## src/rtl/fetch_pkg.sv

```systemverilog
// Shared types for the instruction-fetch sequencer: FSM states, address defaults,
// the fetched-entry record and the fetch-address legality check.
package fetch_pkg;

  localparam int                ADDR_W_DEF    = 32;
  localparam logic [31:0]       RESET_PC_DEF  = 32'd0;
  localparam int                MEM_BYTES_DEF = 400;

  typedef enum logic {
    RUN   = 1'b0,
    FAULT = 1'b1
  } fetch_state_e;

  typedef struct packed {
    logic [31:0]           inst;
    logic [ADDR_W_DEF-1:0] pc;
  } fetch_entry_t;

  // A fetch address is illegal if it is not word aligned or lies past the last word.
  function automatic logic addr_fault(input logic [ADDR_W_DEF-1:0] addr,
                                      input logic [ADDR_W_DEF-1:0] last_addr);
    return (addr[1:0] != 2'b00) || (addr > last_addr);
  endfunction

endpackage

```

## src/rtl/fetch_sequencer_if.sv

```systemverilog
// Fetch-stage bundle: imem req/ack port, EX redirect, IF/ID hand-off and fault.
// master = fetch sequencer side, slave = memory/pipeline environment side.
interface fetch_sequencer_if #(parameter int ADDR_W = 32);

  logic              imem_req;
  logic [ADDR_W-1:0] imem_addr;
  logic              imem_ack;
  logic [31:0]       imem_rdata;
  logic              redirect_valid;
  logic [ADDR_W-1:0] redirect_pc;
  logic              stall;
  logic              inst_valid;
  logic [31:0]       inst_out;
  logic [ADDR_W-1:0] inst_pc;
  logic [ADDR_W-1:0] pc_plus4;
  logic              fault;

  modport master (
    output imem_req, imem_addr,
    input  imem_ack, imem_rdata,
    input  redirect_valid, redirect_pc, stall,
    output inst_valid, inst_out, inst_pc, pc_plus4, fault
  );

  modport slave (
    input  imem_req, imem_addr,
    output imem_ack, imem_rdata,
    output redirect_valid, redirect_pc, stall,
    input  inst_valid, inst_out, inst_pc, pc_plus4, fault
  );

endinterface

```

## src/rtl/fetch_skid_buf.sv

```systemverilog
// One-entry holding register for a fetched word that arrives while IF/ID is full.
// Flush wins over load, load wins over drain; occupancy visible next cycle.
module fetch_skid_buf
  import fetch_pkg::*;
(
  input  logic         clk,
  input  logic         rst,
  input  logic         i_load,
  input  logic         i_drain,
  input  logic         i_flush,
  input  fetch_entry_t i_entry,
  output logic         o_full,
  output fetch_entry_t o_entry
);

  logic         r_full;
  fetch_entry_t r_entry;

  always_ff @(posedge clk) begin
    if (rst) begin
      r_full  <= 1'b0;
      r_entry <= '0;
    end else begin
      if (i_flush) begin
        r_full <= 1'b0;
      end else if (i_load) begin
        r_full <= 1'b1;
      end else if (i_drain) begin
        r_full <= 1'b0;
      end
      if (i_load && !i_flush) begin
        r_entry <= i_entry;
      end
    end
  end

  assign o_full  = r_full;
  assign o_entry = r_entry;

endmodule

```

## src/rtl/fetch_sequencer.sv

```systemverilog
// MIPS fetch stage: owns the PC, issues word fetches, feeds IF/ID; same-cycle ack gives
// inst_valid one cycle after the request, stall holds the outputs and parks one word in the skid.
module fetch_sequencer
  import fetch_pkg::*;
#(
  parameter int                ADDR_W    = ADDR_W_DEF,
  parameter logic [ADDR_W-1:0] RESET_PC  = RESET_PC_DEF,
  parameter int                MEM_BYTES = MEM_BYTES_DEF
)
(
  input  logic              clk,
  input  logic              rst,
  fetch_sequencer_if.master bus
);

  localparam logic [ADDR_W-1:0] LAST_ADDR = ADDR_W'(MEM_BYTES - 4);
  localparam logic [ADDR_W-1:0] WORD      = ADDR_W'(4);

  fetch_state_e      r_state;
  fetch_state_e      w_next_state;

  logic [ADDR_W-1:0] r_pc;
  logic [ADDR_W-1:0] r_req_addr;
  logic              r_in_flight;
  logic              r_drop;
  logic              r_inst_valid;
  logic [31:0]       r_inst_out;
  logic [ADDR_W-1:0] r_inst_pc;
  logic [ADDR_W-1:0] r_pc_plus4;

  logic              w_run;
  logic              w_consume;
  logic              w_slot_free;
  logic              w_start_ok;
  logic              w_pc_bad;
  logic              w_redir_bad;
  logic [ADDR_W-1:0] w_req_addr;
  logic              w_req;
  logic              w_ack;
  logic              w_take;
  logic              w_skid_full;
  logic              w_skid_load;
  logic              w_skid_drain;
  logic              w_skid_flush;
  fetch_entry_t      w_ack_entry;
  fetch_entry_t      w_skid_entry;

  assign w_run       = (r_state == RUN);
  assign w_consume   = r_inst_valid && !bus.stall;
  assign w_slot_free = !r_inst_valid || w_consume;
  // A new fetch may start as long as the skid can absorb its data; a held request blocks it.
  assign w_start_ok  = w_run && !r_in_flight && !w_skid_full && !bus.redirect_valid;
  assign w_pc_bad    = addr_fault(r_pc, LAST_ADDR);
  assign w_redir_bad = addr_fault(bus.redirect_pc, LAST_ADDR);
  assign w_req_addr  = r_in_flight ? r_req_addr : r_pc;
  assign w_req       = w_run && (r_in_flight || (w_start_ok && !w_pc_bad));
  assign w_ack       = w_req && bus.imem_ack;
  // Data from a redirected-away request, or acked alongside a redirect, is thrown away.
  assign w_take      = w_ack && !r_drop && !bus.redirect_valid;

  assign w_ack_entry  = '{inst: bus.imem_rdata, pc: w_req_addr};
  assign w_skid_load  = w_take && !w_slot_free;
  assign w_skid_drain = w_run && !bus.redirect_valid && w_consume && w_skid_full;
  assign w_skid_flush = w_run && bus.redirect_valid;

  fetch_skid_buf u_skid (
    .clk     (clk),
    .rst     (rst),
    .i_load  (w_skid_load),
    .i_drain (w_skid_drain),
    .i_flush (w_skid_flush),
    .i_entry (w_ack_entry),
    .o_full  (w_skid_full),
    .o_entry (w_skid_entry)
  );

  always_ff @(posedge clk) begin
    if (rst) begin
      r_state <= RUN;
    end else begin
      r_state <= w_next_state;
    end
  end

  always_comb begin
    w_next_state = r_state;
    case (r_state)
      RUN: begin
        if (bus.redirect_valid) begin
          if (w_redir_bad) begin
            w_next_state = FAULT;
          end
        end else if (w_start_ok && w_pc_bad) begin
          w_next_state = FAULT;
        end
      end
      FAULT:   w_next_state = FAULT;
      default: w_next_state = RUN;
    endcase
  end

  always_comb begin
    bus.imem_req   = 1'b0;
    bus.imem_addr  = w_req_addr;
    bus.inst_valid = 1'b0;
    bus.fault      = 1'b0;
    bus.inst_out   = r_inst_out;
    bus.inst_pc    = r_inst_pc;
    bus.pc_plus4   = r_pc_plus4;
    case (r_state)
      RUN: begin
        bus.imem_req   = w_req;
        bus.inst_valid = r_inst_valid;
      end
      FAULT:   bus.fault = 1'b1;
      default: bus.fault = 1'b0;
    endcase
  end

  always_ff @(posedge clk) begin
    if (rst) begin
      r_pc         <= RESET_PC;
      r_req_addr   <= RESET_PC;
      r_in_flight  <= 1'b0;
      r_drop       <= 1'b0;
      r_inst_valid <= 1'b0;
      r_inst_out   <= '0;
      r_inst_pc    <= '0;
      r_pc_plus4   <= WORD;
    end else if (w_run) begin
      if (w_next_state == FAULT) begin
        r_inst_valid <= 1'b0;
        r_in_flight  <= 1'b0;
        r_drop       <= 1'b0;
      end else if (bus.redirect_valid) begin
        r_pc         <= bus.redirect_pc;
        r_inst_valid <= 1'b0;
        // An unacked request must still complete on the bus; remember to discard it.
        r_in_flight  <= r_in_flight && !bus.imem_ack;
        r_drop       <= r_in_flight && !bus.imem_ack;
      end else begin
        if (w_ack) begin
          r_in_flight <= 1'b0;
          r_drop      <= 1'b0;
          if (!r_drop) begin
            r_pc <= r_pc + WORD;
          end
        end else if (w_req && !r_in_flight) begin
          r_in_flight <= 1'b1;
          r_req_addr  <= r_pc;
        end

        if (w_take && w_slot_free) begin
          r_inst_valid <= 1'b1;
          r_inst_out   <= bus.imem_rdata;
          r_inst_pc    <= w_req_addr;
          r_pc_plus4   <= w_req_addr + WORD;
        end else if (w_consume) begin
          if (w_skid_full) begin
            r_inst_valid <= 1'b1;
            r_inst_out   <= w_skid_entry.inst;
            r_inst_pc    <= w_skid_entry.pc;
            r_pc_plus4   <= w_skid_entry.pc + WORD;
          end else begin
            r_inst_valid <= 1'b0;
          end
        end
      end
    end
  end

endmodule

```

## src/flat_wrapper.sv

```systemverilog
// flat-port wrapper written by rule: the top's interface ports become plain ports
module fetch_sequencer_flat import fetch_pkg::*;
#(
  parameter int                ADDR_W    = ADDR_W_DEF,
  parameter logic [ADDR_W-1:0] RESET_PC  = RESET_PC_DEF,
  parameter int                MEM_BYTES = MEM_BYTES_DEF
)
  (clk, rst, bus_imem_req, bus_imem_addr, bus_imem_ack, bus_imem_rdata, bus_redirect_valid, bus_redirect_pc, bus_stall, bus_inst_valid, bus_inst_out, bus_inst_pc, bus_pc_plus4, bus_fault);
  fetch_sequencer_if #(.ADDR_W(ADDR_W)) bus_i ();
  input  logic clk;
  input  logic rst;
  output wire logic [$bits(bus_i.imem_req)-1:0] bus_imem_req;
  output wire logic [$bits(bus_i.imem_addr)-1:0] bus_imem_addr;
  input wire logic [$bits(bus_i.imem_ack)-1:0] bus_imem_ack;
  input wire logic [$bits(bus_i.imem_rdata)-1:0] bus_imem_rdata;
  input wire logic [$bits(bus_i.redirect_valid)-1:0] bus_redirect_valid;
  input wire logic [$bits(bus_i.redirect_pc)-1:0] bus_redirect_pc;
  input wire logic [$bits(bus_i.stall)-1:0] bus_stall;
  output wire logic [$bits(bus_i.inst_valid)-1:0] bus_inst_valid;
  output wire logic [$bits(bus_i.inst_out)-1:0] bus_inst_out;
  output wire logic [$bits(bus_i.inst_pc)-1:0] bus_inst_pc;
  output wire logic [$bits(bus_i.pc_plus4)-1:0] bus_pc_plus4;
  output wire logic [$bits(bus_i.fault)-1:0] bus_fault;
  assign bus_imem_req = bus_i.imem_req;
  assign bus_imem_addr = bus_i.imem_addr;
  assign bus_i.imem_ack = bus_imem_ack;
  assign bus_i.imem_rdata = bus_imem_rdata;
  assign bus_i.redirect_valid = bus_redirect_valid;
  assign bus_i.redirect_pc = bus_redirect_pc;
  assign bus_i.stall = bus_stall;
  assign bus_inst_valid = bus_i.inst_valid;
  assign bus_inst_out = bus_i.inst_out;
  assign bus_inst_pc = bus_i.inst_pc;
  assign bus_pc_plus4 = bus_i.pc_plus4;
  assign bus_fault = bus_i.fault;
  fetch_sequencer #(.ADDR_W(ADDR_W), .RESET_PC(RESET_PC), .MEM_BYTES(MEM_BYTES)) u_core (.clk(clk), .rst(rst), .bus(bus_i));
endmodule
```

## config.mk

```make
export PLATFORM = sky130hd
export DESIGN_NAME = fetch_sequencer_flat
export DESIGN_NICKNAME = d
export VERILOG_FILES = /design/src/rtl/fetch_pkg.sv /design/src/rtl/fetch_sequencer_if.sv /design/src/rtl/fetch_skid_buf.sv /design/src/rtl/fetch_sequencer.sv /design/src/flat_wrapper.sv
export SDC_FILE = /design/constraint.sdc
export NUM_CORES = 1
export LEC_CHECK = 0
export BUFFER_PORTS_ARGS = -buffer_cell sky130_fd_sc_hd__buf_2
export CORE_MARGIN = 2
export CORE_UTILIZATION = 60
export DETAILED_ROUTE_END_ITERATION = 10
export PLACE_DENSITY_LB_ADDON = 0.05
export SYNTH_ARGS = -nofsm -noshare
export SYNTH_HDL_FRONTEND = slang
export SYNTH_SLANG_ARGS = --single-unit
```

## constraint.sdc

```tcl
create_clock -name clk -period 12.7 [get_ports clk]
set_clock_uncertainty 0.2 [all_clocks]
set_input_delay 3.81 -clock clk [delete_from_list [all_inputs] [get_ports clk]]
set_output_delay 3.81 -clock clk [all_outputs]
set_load 0.05 [all_outputs]
```

* Word-level counts from Yosys, hierarchy flattened
Index checks and enable logic that the tools add are counted.
** Storage, ports and cells
- Register bits :: 229
- Input bits :: 69
- Output and inout port bits :: 131
- Word-level logic and storage cells :: 105
** Cells by class
- Add/sub/neg operators :: 3
- $lt $le $gt $ge :: 2
- Equal/unequal tests :: 1
- Mux-type cells :: 34
- Bitwise gates (word level) :: 4
- Reductions and logical operators :: 49
** Operators by type and width (number)
- two-way mux 32 bit :: 13
- adder 32 x 3 -> 32 bit (second input constant) :: 3
- > comparator 32 x 9 -> 1 bit (second input constant) :: 2
- two-way mux 1 bit :: 20
- logical AND 1 bit :: 19
- nonzero test 2 bit :: 6
- zero test 1 bit :: 10
- AND reduction 5 bit :: 2
- nonzero test 4 bit :: 2
- AND reduction 2 bit :: 3
- logical OR 1 bit :: 4
- inverter 1 bit :: 4
- AND reduction 4 bit :: 1
- nonzero test 3 bit :: 1
- inequality test 2 bit (second input constant) :: 1
- one-hot mux 1 bit (2 select lines) :: 1
- OR reduction 2 bit :: 1

* Longest topological paths before layout
Gate-level depths: netlist of run 1.
- Word-level depth :: 14
- Mapped depth :: 17
- Mapped depth without buffers :: 14

* By module
From an unflattened synthesis of run 1, not the netlist that was laid out.
** Second synthesis, totals
- Cell total of the unflattened synthesis :: 1436
- Area total of the unflattened synthesis :: 12006.5 µm²
** By module, submodules not included
- fetch_sequencer :: instances 1, cells each 1140, area each 8973.6 µm², seq. area each 3243.1 µm²
- fetch_skid_buf :: instances 1, cells each 296, area each 3032.9 µm², seq. area each 1301.2 µm²

* Worst setup path after synthesis of run 1
Ideal clock, no wire load.
- Path type :: input port to output port
- From :: input port bus_redirect_valid
- To :: output port bus_imem_req
- Arrival time :: 5.057 ns
- Data required time :: 8.690 ns
- Setup slack :: 3.633 ns
- Stages on the path :: 5
- Buffers on the path :: 2
- Path through :: clkbuf_1 clkbuf_1 nor2_1 a21oi_1 nor2_1
** Between the ends
- Longest elaborated chain between the ends :: 6
** Ends and longest elaborated chain
- from (decl) :: RTL line flat_wrapper.sv:16 : input wire logic [$bits(bus_i.redirect_valid)-1:0] bus_redirect_valid;
- zero test 1 bit :: RTL line fetch_sequencer.sv:52 : assign w_start_ok = w_run && !r_in_flight && !w_skid_full && !bus.redirect_valid;
- logical AND 1 bit :: RTL line fetch_sequencer.sv:52
- logical AND 1 bit :: RTL line fetch_sequencer.sv:56 : assign w_req = w_run && (r_in_flight || (w_start_ok && !w_pc_bad));
- logical OR 1 bit :: RTL line fetch_sequencer.sv:56
- logical AND 1 bit :: RTL line fetch_sequencer.sv:56
- two-way mux 1 bit :: RTL line fetch_sequencer.sv:110 : case (r_state)
- to (decl) :: RTL line flat_wrapper.sv:12 : output wire logic [$bits(bus_i.imem_req)-1:0] bus_imem_req;
Every way passes these cells.

* Worst setup path in the final report of run 1
Ends and elaborated chain as after synthesis.

==> results of run 1 <==
[registers in the layout (all words and copies together) (netlist names)]
register	flops
u_core.u_skid.o_entry	64
u_core.bus.inst_out	32
u_core.bus.pc_plus4	32
u_core.r_pc	32
u_core.r_req_addr	32
u_core.bus.inst_pc	30
u_core.r_drop	1
u_core.r_in_flight	1
u_core.r_inst_valid	1
u_core.r_state	1
u_core.u_skid.o_full	1
[critical path, delay by kind of cell]
family,cells,cell delay [ps]
compound gates,1,190
simple gates,2,200
buf+inv,2,870
[where the power goes]
group          total (mW)  switching, mW  internal (mW)
Clock               0.695          0.278          0.417
Combinational       0.171          0.124         0.0472
Sequential          0.735         0.0110          0.724
Total                1.60          0.413           1.19
[through the flow]
stage / power, mW / cells / utilization [%] / instance area, µm²
2_1_floorplan: 0.874 / 1422 / - / 11100
3_3_place_gp: 0.918 / 1754 / 66.7 / 12000
3_5_place_dp: 0.920 / 1754 / 66.7 / 12000
4_1_cts: 1.61 / 1795 / 71.0 / 12800
5_1_grt: 1.65 / 1795 / 71.0 / 12800
6_report: 1.60 / 1795 / 71.0 / 12800
[cell usage after synthesis, types with 5 or more instances]
library cell  number
a211oi_1          26
a21oi_1           98
a311oi_1          44
a31oi_1           10
and2_1            31
and3_1             8
and4_1             6
buf_1             11
buf_2             24
buf_4              6
clkbuf_1          64
dfxtp_1          227
inv_1             18
mux2_2            23
mux2i_1           27
nand2_1          256
nand2b_1           5
nand3_1           44
nand3b_1           5
nand4_1           15
nand4b_1           8
nor2_1           212
nor2b_1            6
nor3_1            51
nor4_1            14
nor4_2             5
o211ai_1           9
o21ai_0           38
o22ai_1            5
o31a_1             8
o31ai_1            8
or3_1             17
xnor2_1           28
xor2_1            14
[cells by family (layout without fill, tap and decap cells)]
group,Yosys count,count (layout),synth area share (%)
compound gates,279,279,17.1
xor+xnor,42,42,3.32
fa+ha+maj,2,2,0.226
buf+inv,128,272,5.03
flops,227,227,41.0
mux,50,50,4.78
simple gates,694,694,28.6
[routing by layer]
metal | track usage [%] | vias up
met5 | 0 | -
met4 | 10.2 | 0
met3 | 3.44 | 59
met2 | 49.9 | 412
met1 | 40.9 | 4984
li1 | - | 5213
[worst paths after layout]
check        cells after the start  slack (ps)                   start                       to
max                              5        3620      bus_redirect_valid             bus_imem_req
min                              2         250  u_core.bus.inst_pc[26]   u_core.bus.inst_pc[26]
max reg2reg                     15        7890         u_core.r_pc[31]  u_core.bus.pc_plus4[30]
min reg2reg                      2         250  u_core.bus.inst_pc[26]   u_core.bus.inst_pc[26]
[area by class of cell]
class                      count  area, µm²
tap                          229        287
clock buffer                  35        693
multi-input combinational   1067       6020
fill                        1498       5230
clock inverter                 6       83.8
timing repair buffer         212       1100
inverter                      19       71.3
sequential                   227       4550
==> impl_metrics.py, run 1 <==
metrics = {
    "status": {
        "outcome": "completed",
    },
    "global_route": {
        "grt_overflow_total": 0,
        "grt_pass1_wl_um": 49000,
        "grt_pass1_vias": 9460,
        "grt_antenna_before_repair": 0,
        "gr-usage-all-layers_pct": 30.1,
        "grt_max_degree": 106,
    },
    "floorplanning": {
        "die_w_um": 140,
        "die_h_um": 140,
        "core_um2": 18000,
        "die_area_um2": 19600,
        "rows": 49,
        "io_pins": 200,
        "start_util_pct": 61.5,
    },
    "yosys": {
        "synth_ff_type": "dfxtp_1",
        "synth_top_area_share_pct": 41.0,
        "synth.distinct_cells": 64,
        "async_flop_share_pct": 0,
        "synth_area_leaders": "dfxtp_1, nand2_1, nor2_1",
        "netlist_area_um2": 11100,
        "synth_edf_count": 0,
        "yosysTopAreaCell": "dfxtp_1",
        "syn_nets": 1493,
        "ys_ff_latch": 227,
        "netlist_instances": 1422,
        "yosysSeqAreaShare_pct": 41.0,
        "ys.warnings.count": 0,
        "syn-mean-instance-area_um2": 7.79,
    },
    "hold_path": {
        "hp-class": "reg -> reg",
    },
    "cells_and_area": {
        "final_cell_mix": "nand2_1, dfxtp_1, nor2_1, buf_2, a21oi_1",
        "final_common_cell": "nand2_1",
        "insertedDiodeCount": 0,
        "area_growth_pct": 15.5,
        "drive_gt1_share_pct": 18.6,
        "fin_nets": 1622,
    },
    "route": {
        "drt_first_pass_iters": 6,
        "met2_length_um": 14600,
        "drtIter0Drc": 780,
        "num_vias": 10700,
        "wl_per_cell_um": 17.1,
        "ant_nets": 0,
        "met1Wirelength_um": 13400,
        "met3_wirelength_um": 1910,
        "top_layer_used": "met4",
        "viasPerCell": 5.94,
        "post-route-drc-count": 0,
        "routed_wl_um": 30800,
    },
    "critical_path": {
        "setup.worst_path.start_class": "primary input",
        "critPathMaxFanout": 50,
        "arrival_ps": 5070,
        "cp-end-kind": "output port",
        "crit_type": "in -> out",
        "path_cells": "buf_2 > nor2_1 > a21oi_1 > nor2_1 > buf_2",
        "required_ps": 8690,
        "critical-path-max-stage-delay_ps": 640,
        "worst_path_max_delay_cell": "buf_2",
    },
    "pwr": {
        "p_per_area_nw_per_um2": 125,
        "power_leakage_nw": 4.88,
        "vdd_drop_max_mv": 0.122,
    },
    "sta": {
        "setup_ws_ps": 3620,
        "setup_viol": 0,
        "tightest_slew_ps": 1080,
        "rsz0062_at_grt": "no",
        "maxSlewHeadroom_pct": 28.0,
        "finalHoldViolations": 0,
        "final.min_clock_period_ps": 9080,
        "fin_setup_tns_ps": 0,
        "max_freq_ghz": 0.110,
        "fin_crit_sh_pct": 71.5,
        "slew_viol_final": 0,
        "hold_ws_ps": 249,
    },
    "place": {
        "dp_slack_ps": 3630,
        "port_buffers": 199,
        "hpwlAfterDp_um": 20400,
        "place_congestion": 0.925,
    },
    "cts": {
        "clockBufferDepth": 3,
        "clk_pin_slew_worst_paths_ps": 60,
        "cts_resized": 0,
        "postCtsSetupRepairBufs": 0,
        "hold_buffers": 0,
        "htreeDepth": 1,
        "cts_buffers": 24,
        "root_buffer": "clkbuf_16",
        "cts_tree": "done",
        "clock_latency_ps": 520,
        "clkSinkCount": 227,
    },
    "job": {
        "maxCapViolations": 0,
    },
}
No activity file was read; power rests on OpenSTA's default activity.
==> run 2, diff against run 1 <==
--- a/config.mk
+++ b/config.mk
@@ -5,9 +5,10 @@
 export SDC_FILE = /design/constraint.sdc
 export NUM_CORES = 1
 export LEC_CHECK = 0
+export ABC_AREA = 1
 export BUFFER_PORTS_ARGS = -buffer_cell sky130_fd_sc_hd__buf_2
 export CORE_MARGIN = 2
-export CORE_UTILIZATION = 60
+export CORE_UTILIZATION = 51
 export DETAILED_ROUTE_END_ITERATION = 10
 export PLACE_DENSITY_LB_ADDON = 0.05
 export SYNTH_ARGS = -nofsm -noshare
==> constraint.sdc (replaced) <==
create_clock -name clk -period 8.2 [get_ports clk]
set_clock_uncertainty 0.2 [all_clocks]
set_input_delay 2.46 -clock clk [delete_from_list [all_inputs] [get_ports clk]]
set_output_delay 2.46 -clock clk [all_outputs]
set_load 0.05 [all_outputs]
==> impl_metrics.py, run 2 <==
metrics = {
    "route": {
        "drt_first_pass_iters": 5,
        "drtIter0Drc": 704,
        "ant_nets": 0,
        "viasPerCell": 5.25,
        "routed_wl_um": 31100,
        "num_vias": 10700,
        "post-route-drc-count": 0,
        "wl_per_cell_um": 15.3,
    },
    "sta": {
        "slew_viol_final": 0,
        "tightest_slew_ps": 1120,
        "hold_ws_ps": 235,
        "setup_ws_ps": 1740,
        "fin_setup_tns_ps": 0,
        "max_freq_ghz": 0.155,
        "finalHoldViolations": 0,
        "rsz0062_at_grt": "no",
        "setup_viol": 0,
        "fin_crit_sh_pct": 78.8,
        "final.min_clock_period_ps": 6460,
        "maxSlewHeadroom_pct": 25.0,
    },
    "pwr": {
        "p_per_area_nw_per_um2": 197,
        "power_leakage_nw": 5.63,
        "vdd_drop_max_mv": 0.146,
        "power_mw": 2.53,
    },
    "critical_path": {
        "crit_type": "in -> out",
        "cp-startpoint": "bus_redirect_valid",
        "critPathMaxFanout": 39,
        "worstReg2RegStart": "u_core.r_in_flight",
        "cp-end-kind": "output port",
        "setup.worst_path.start_class": "primary input",
        "required_ps": 5540,
        "arrival_ps": 3800,
    },
    "floorplanning": {
        "start_util_pct": 52.2,
        "io_pins": 200,
        "core_um2": 21100,
        "die_w_um": 151,
        "die_h_um": 151,
        "die_area_um2": 22800,
        "rows": 53,
    },
    "yosys": {
        "yosysTopAreaCell": "dfxtp_1",
        "synth.distinct_cells": 44,
        "netlist_instances": 1600,
        "syn-mean-instance-area_um2": 6.88,
        "synth_edf_count": 0,
        "synth_ff_type": "dfxtp_1",
        "ys_ff_latch": 227,
        "netlist_area_um2": 11000,
        "ys.warnings.count": 0,
        "synth_most_common_cell": "nand2_1",
        "yosysSeqAreaShare_pct": 41.3,
        "synth_top_area_share_pct": 41.3,
        "async_flop_share_pct": 0,
        "syn_nets": 1671,
        "synth_common_cells": "nand2_1, dfxtp_1, nor2_1",
        "synth_area_leaders": "dfxtp_1, nand2_1, o21ai_0",
    },
    "global_route": {
        "grt_overflow_total": 0,
        "gr-usage-all-layers_pct": 27.0,
        "grt_max_degree": 100,
        "grt_pass1_vias": 9420,
        "grt_antenna_before_repair": 0,
        "grt_pass1_wl_um": 49500,
    },
    "hold_path": {
        "hp-class": "reg -> reg",
        "hp-start": "u_core.r_req_addr[26]",
    },
    "cells_and_area": {
        "drive_gt1_share_pct": 19.2,
        "fin_nets": 1809,
        "insertedDiodeCount": 0,
        "finish.utilization_pct": 60.8,
        "final_common_cell": "nand2_1",
        "area_growth_pct": 16.6,
        "fin_cells": 2031,
        "final_cell_mix": "nand2_1, dfxtp_1, buf_2, nor2_1, o21ai_0",
        "largest_reg_flops": 64,
        "fin_area_um2": 12800,
    },
    "cts": {
        "clkSinkCount": 227,
        "htreeDepth": 1,
        "hold_buffers": 0,
        "clk_pin_slew_worst_paths_ps": 60,
        "clockBufferDepth": 3,
        "cts_buffers": 25,
        "root_buffer": "clkbuf_16",
        "postCtsSetupRepairBufs": 0,
        "clock_latency_ps": 520,
        "cts_resized": 0,
        "cts_tree": "done",
    },
    "place": {
        "dp_slack_ps": 1760,
        "place_congestion": 0.910,
        "hpwlAfterDp_um": 21600,
        "port_buffers": 199,
        "dpl_cell_area_um2": 12000,
        "placedCellCount": 1986,
    },
    "job": {
        "maxCapViolations": 0,
    },
    "status": {
        "outcome": "completed",
    },
}
## run 2: cell count changes after synthesis, moves of 20 or more
| cell | change |
|---|---|
| nand2_1 | +128 |
| a311oi_1 | -38 |
| xnor2_1 | -25 |
| nand2_2 | +30 |
| and2_1 | -31 |
| a31oi_1 | +36 |
| mux2_2 | -23 |
| mux2i_1 | -27 |
| o21ai_0 | +148 |
| inv_1 | +115 |
| a21oi_1 | -20 |
## run 2: power by group
group          leakage (nW)  switching (mW)  internal (mW)
clock network         0.432           0.451          0.715
logic                  3.37           0.170         0.0563
registers              1.83          0.0189           1.11
## run 2: critical path, cell delays in order
cell	delay, ps
buf_2	320
nor2_2	200
nand2_1	110
a21oi_2	290
nand2_1	100
inv_1	60
buf_2	250
## run 2: area by class of cell
class / count / area [µm²]
Sequential cell: 227 / 4540
Inverter: 139 / 526
Clock buffer: 35 / 733
Tap cell: 275 / 344
Fill cell: 2073 / 8260
Clock inverter: 10 / 129
Multi-Input combinational cell: 1135 / 5470
Timing Repair Buffer: 210 / 1080
## run 2: per-layer routing
layer | routed length [µm] | up-vias | GRT usage, %
li1 | - | 5466 | -
met1 | 14500 | 4849 | 38.3
met2 | 14300 | 317 | 44.6
met3 | 1860 | 35 | 3.55
met4 | 477 | 0 | 4.58
met5 | 0 | - | 0
## run 2: worst paths after layout
check | to | slack [ps] | cells after the start
hold reg to reg | u_core.r_req_addr[26] | 240 | 2
setup / recovery | bus_imem_req | 1740 | 7
setup reg to reg | u_core.bus.inst_pc[28] | 3680 | 12
hold / removal | u_core.r_req_addr[26] | 240 | 2
## run 2: kinds of logic after synthesis
family	after synthesis	share of synthesized area, %
compound gates	345	16.9
fa+ha+maj	2	0.227
buf+inv	238	9.10
xor+xnor	27	2.15
simple gates	761	30.3
flops	227	41.3
==> run 3, diff against run 2 <==
--- a/config.mk
+++ b/config.mk
@@ -8,7 +8,7 @@
 export ABC_AREA = 1
 export BUFFER_PORTS_ARGS = -buffer_cell sky130_fd_sc_hd__buf_2
 export CORE_MARGIN = 2
-export CORE_UTILIZATION = 51
+export CORE_UTILIZATION = 56
 export DETAILED_ROUTE_END_ITERATION = 10
 export PLACE_DENSITY_LB_ADDON = 0.05
 export SYNTH_ARGS = -nofsm -noshare
==> constraint.sdc (replaced) <==
create_clock -name clk -period 6.7 [get_ports clk]
set_clock_uncertainty 0.2 [all_clocks]
set_input_delay 2.01 -clock clk [delete_from_list [all_inputs] [get_ports clk]]
set_output_delay 2.01 -clock clk [all_outputs]
set_load 0.05 [all_outputs]
==> impl_metrics.py, run 3 (same netlist as run 2, synthesis figures left out) <==
metrics = {
    "status": {
        "outcome": "completed",
    },
    "cells_and_area": {
        "fin_nets": 1814,
        "insertedDiodeCount": 0,
        "area_growth_pct": 16.1,
        "largest_reg_flops": 64,
        "final_cell_mix": "nand2_1, dfxtp_1, buf_2, nor2_1, o21ai_0",
        "multi_input_area_um2": 5470,
        "drive_gt1_share_pct": 19.2,
        "final_common_cell": "nand2_1",
        "fillers": 1846,
        "seqCellArea_um2": 4540,
    },
    "floorplanning": {
        "die_w_um": 144,
        "io_pins": 200,
        "start_util_pct": 56.7,
        "core_um2": 19400,
        "die_area_um2": 20800,
        "rows": 51,
        "die_h_um": 144,
    },
    "sta": {
        "setup_ws_ps": 1110,
        "final.min_clock_period_ps": 5590,
        "fin_crit_sh_pct": 83.5,
        "finalHoldViolations": 0,
        "fin_setup_tns_ps": 0,
        "setup_viol": 0,
        "maxSlewHeadroom_pct": 35.8,
        "tightest_slew_ps": 964,
        "slew_viol_final": 0,
        "max_freq_ghz": 0.179,
        "rsz0062_at_grt": "no",
    },
    "route": {
        "routed_wl_um": 30300,
        "ant_nets": 0,
        "wl_per_cell_um": 15.0,
        "num_vias": 10800,
        "post-route-drc-count": 0,
        "top_layer_used": "met4",
        "drtIter0Drc": 740,
        "met1Wirelength_um": 13900,
        "met2_length_um": 13800,
        "met3_wirelength_um": 1820,
        "drt_first_pass_iters": 7,
        "viasPerCell": 5.31,
    },
    "critical_path": {
        "critPathMaxFanout": 39,
        "crit_type": "in -> out",
        "worst_path_max_delay_cell": "buf_2",
        "critical-path-max-stage-delay_ps": 320,
        "required_ps": 4490,
        "setup.worst_path.start_class": "primary input",
        "worstReg2RegStart": "u_core.r_pc[7]",
        "cp-end-kind": "output port",
        "arrival_ps": 3380,
        "r2r_cells": 19,
        "path_cells": "buf_2 > nor2_2 > nand2_1 > a21oi_2 > nand2_1 > inv_1 > buf_2",
        "r2r_end": "u_core.bus.pc_plus4[26]",
        "r2r_setup_slack_ps": 3090,
    },
    "hold_path": {
        "hp-class": "reg -> reg",
        "hold_path_end": "u_core.r_req_addr[26]",
        "hp-start": "u_core.r_req_addr[26]",
        "holdPathStages": 2,
    },
    "cts": {
        "clkSinkCount": 227,
        "cts_buffers": 25,
        "cts_tree": "done",
        "postCtsSetupRepairBufs": 0,
        "clk_pin_slew_worst_paths_ps": 60,
        "htreeDepth": 1,
        "clock_latency_ps": 510,
        "hold_buffers": 0,
        "root_buffer": "clkbuf_16",
        "clockBufferDepth": 3,
        "cts_resized": 0,
    },
    "global_route": {
        "grt_pass1_vias": 9248,
        "grt_overflow_total": 0,
        "grt_antenna_before_repair": 0,
        "grt_max_degree": 82,
        "grt_pass1_wl_um": 47400,
        "gr-usage-all-layers_pct": 28.2,
    },
    "pwr": {
        "swShare_pct": 25.8,
        "clkPwrFrac_pct": 44.2,
        "vdd_drop_max_mv": 0.176,
        "p_comb_share_pct": 9.3,
        "p_per_area_nw_per_um2": 233,
        "power_leakage_nw": 5.62,
        "seqPwrFrac_pct": 46.5,
        "intPower_mw": 2.21,
        "p_sw_uw": 769,
    },
    "place": {
        "place_congestion": 0.913,
        "hpwlAfterDp_um": 21200,
        "dp_slack_ps": 1140,
        "port_buffers": 199,
    },
    "job": {
        "maxCapViolations": 0,
    },
}
## run 3: cell types whose count changed in the layout (fill, tap and decap cells not counted), sizes merged
cell      previous run  this run
clkinvlp             0         1
bufinv               3         1
clkinv               7         8
inv                139       138
buf                210       215
## run 3: how the worst max path moves through the flow
| stage | from | end | slack, ps | depth (start not counted) |
|---|---|---|---|---|
| CTS | bus_redirect_valid | bus_imem_req | 1130 | 7 |
| detailed placement | bus_redirect_valid | bus_imem_req | 1140 | 7 |
| floorplan | bus_redirect_valid | bus_imem_req | 1620 | 5 |
| global placement | bus_redirect_valid | bus_imem_req | 1140 | 7 |
| finish | bus_redirect_valid | bus_imem_req | 1110 | 7 |
| global route | bus_redirect_valid | bus_imem_req | 1040 | 7 |
## run 3: cell type report
type | count | share of cell area (%)
clock buffers | 35 | 5.58
clock inverters | 9 | 0.597
inverters | 139 | 4.11
multi-input cells | 1135 | 42.8
flip-flops and latches | 227 | 35.6
well taps | 265 | 2.60
repair buffers | 215 | 8.74
## run 3: per-stage QoR
step	total power, mW	hold slack [ps]	utilization (%)	std cells	instance area (µm²)
5_1_grt	3.08	256	65.9	2025	12800
3_3_place_gp	1.69	225	61.8	1981	12000
2_1_floorplan	1.61	219	-	1600	11000
4_1_cts	2.99	240	65.9	2025	12800
3_5_place_dp	1.69	230	61.8	1981	12000
6_report	2.98	240	65.9	2025	12800
## run 3: worst max-delay path, delay by kind of cell
kind,cells,cell delay (ps)
buffers and inverters,3,640
and+or+nand+nor,3,430
AOI/OAI and AO/OA,1,300
## run 3: metal layers
layer | up-vias | global-route usage [%]
li1 | 5487 | -
met1 | 4862 | 39.1
met2 | 368 | 46.4
met3 | 44 | 3.81
met4 | 0 | 8.02
met5 | - | 0
## run 3: power by group through the flow
stage	sequential (mW)	clock (mW)	combinational [mW]
floorplan	1.42	0	0.190
global placement	1.42	0	0.274
detailed placement	1.42	0	0.276
CTS	1.39	1.33	0.277
global route	1.39	1.39	0.302
finish	1.39	1.32	0.277
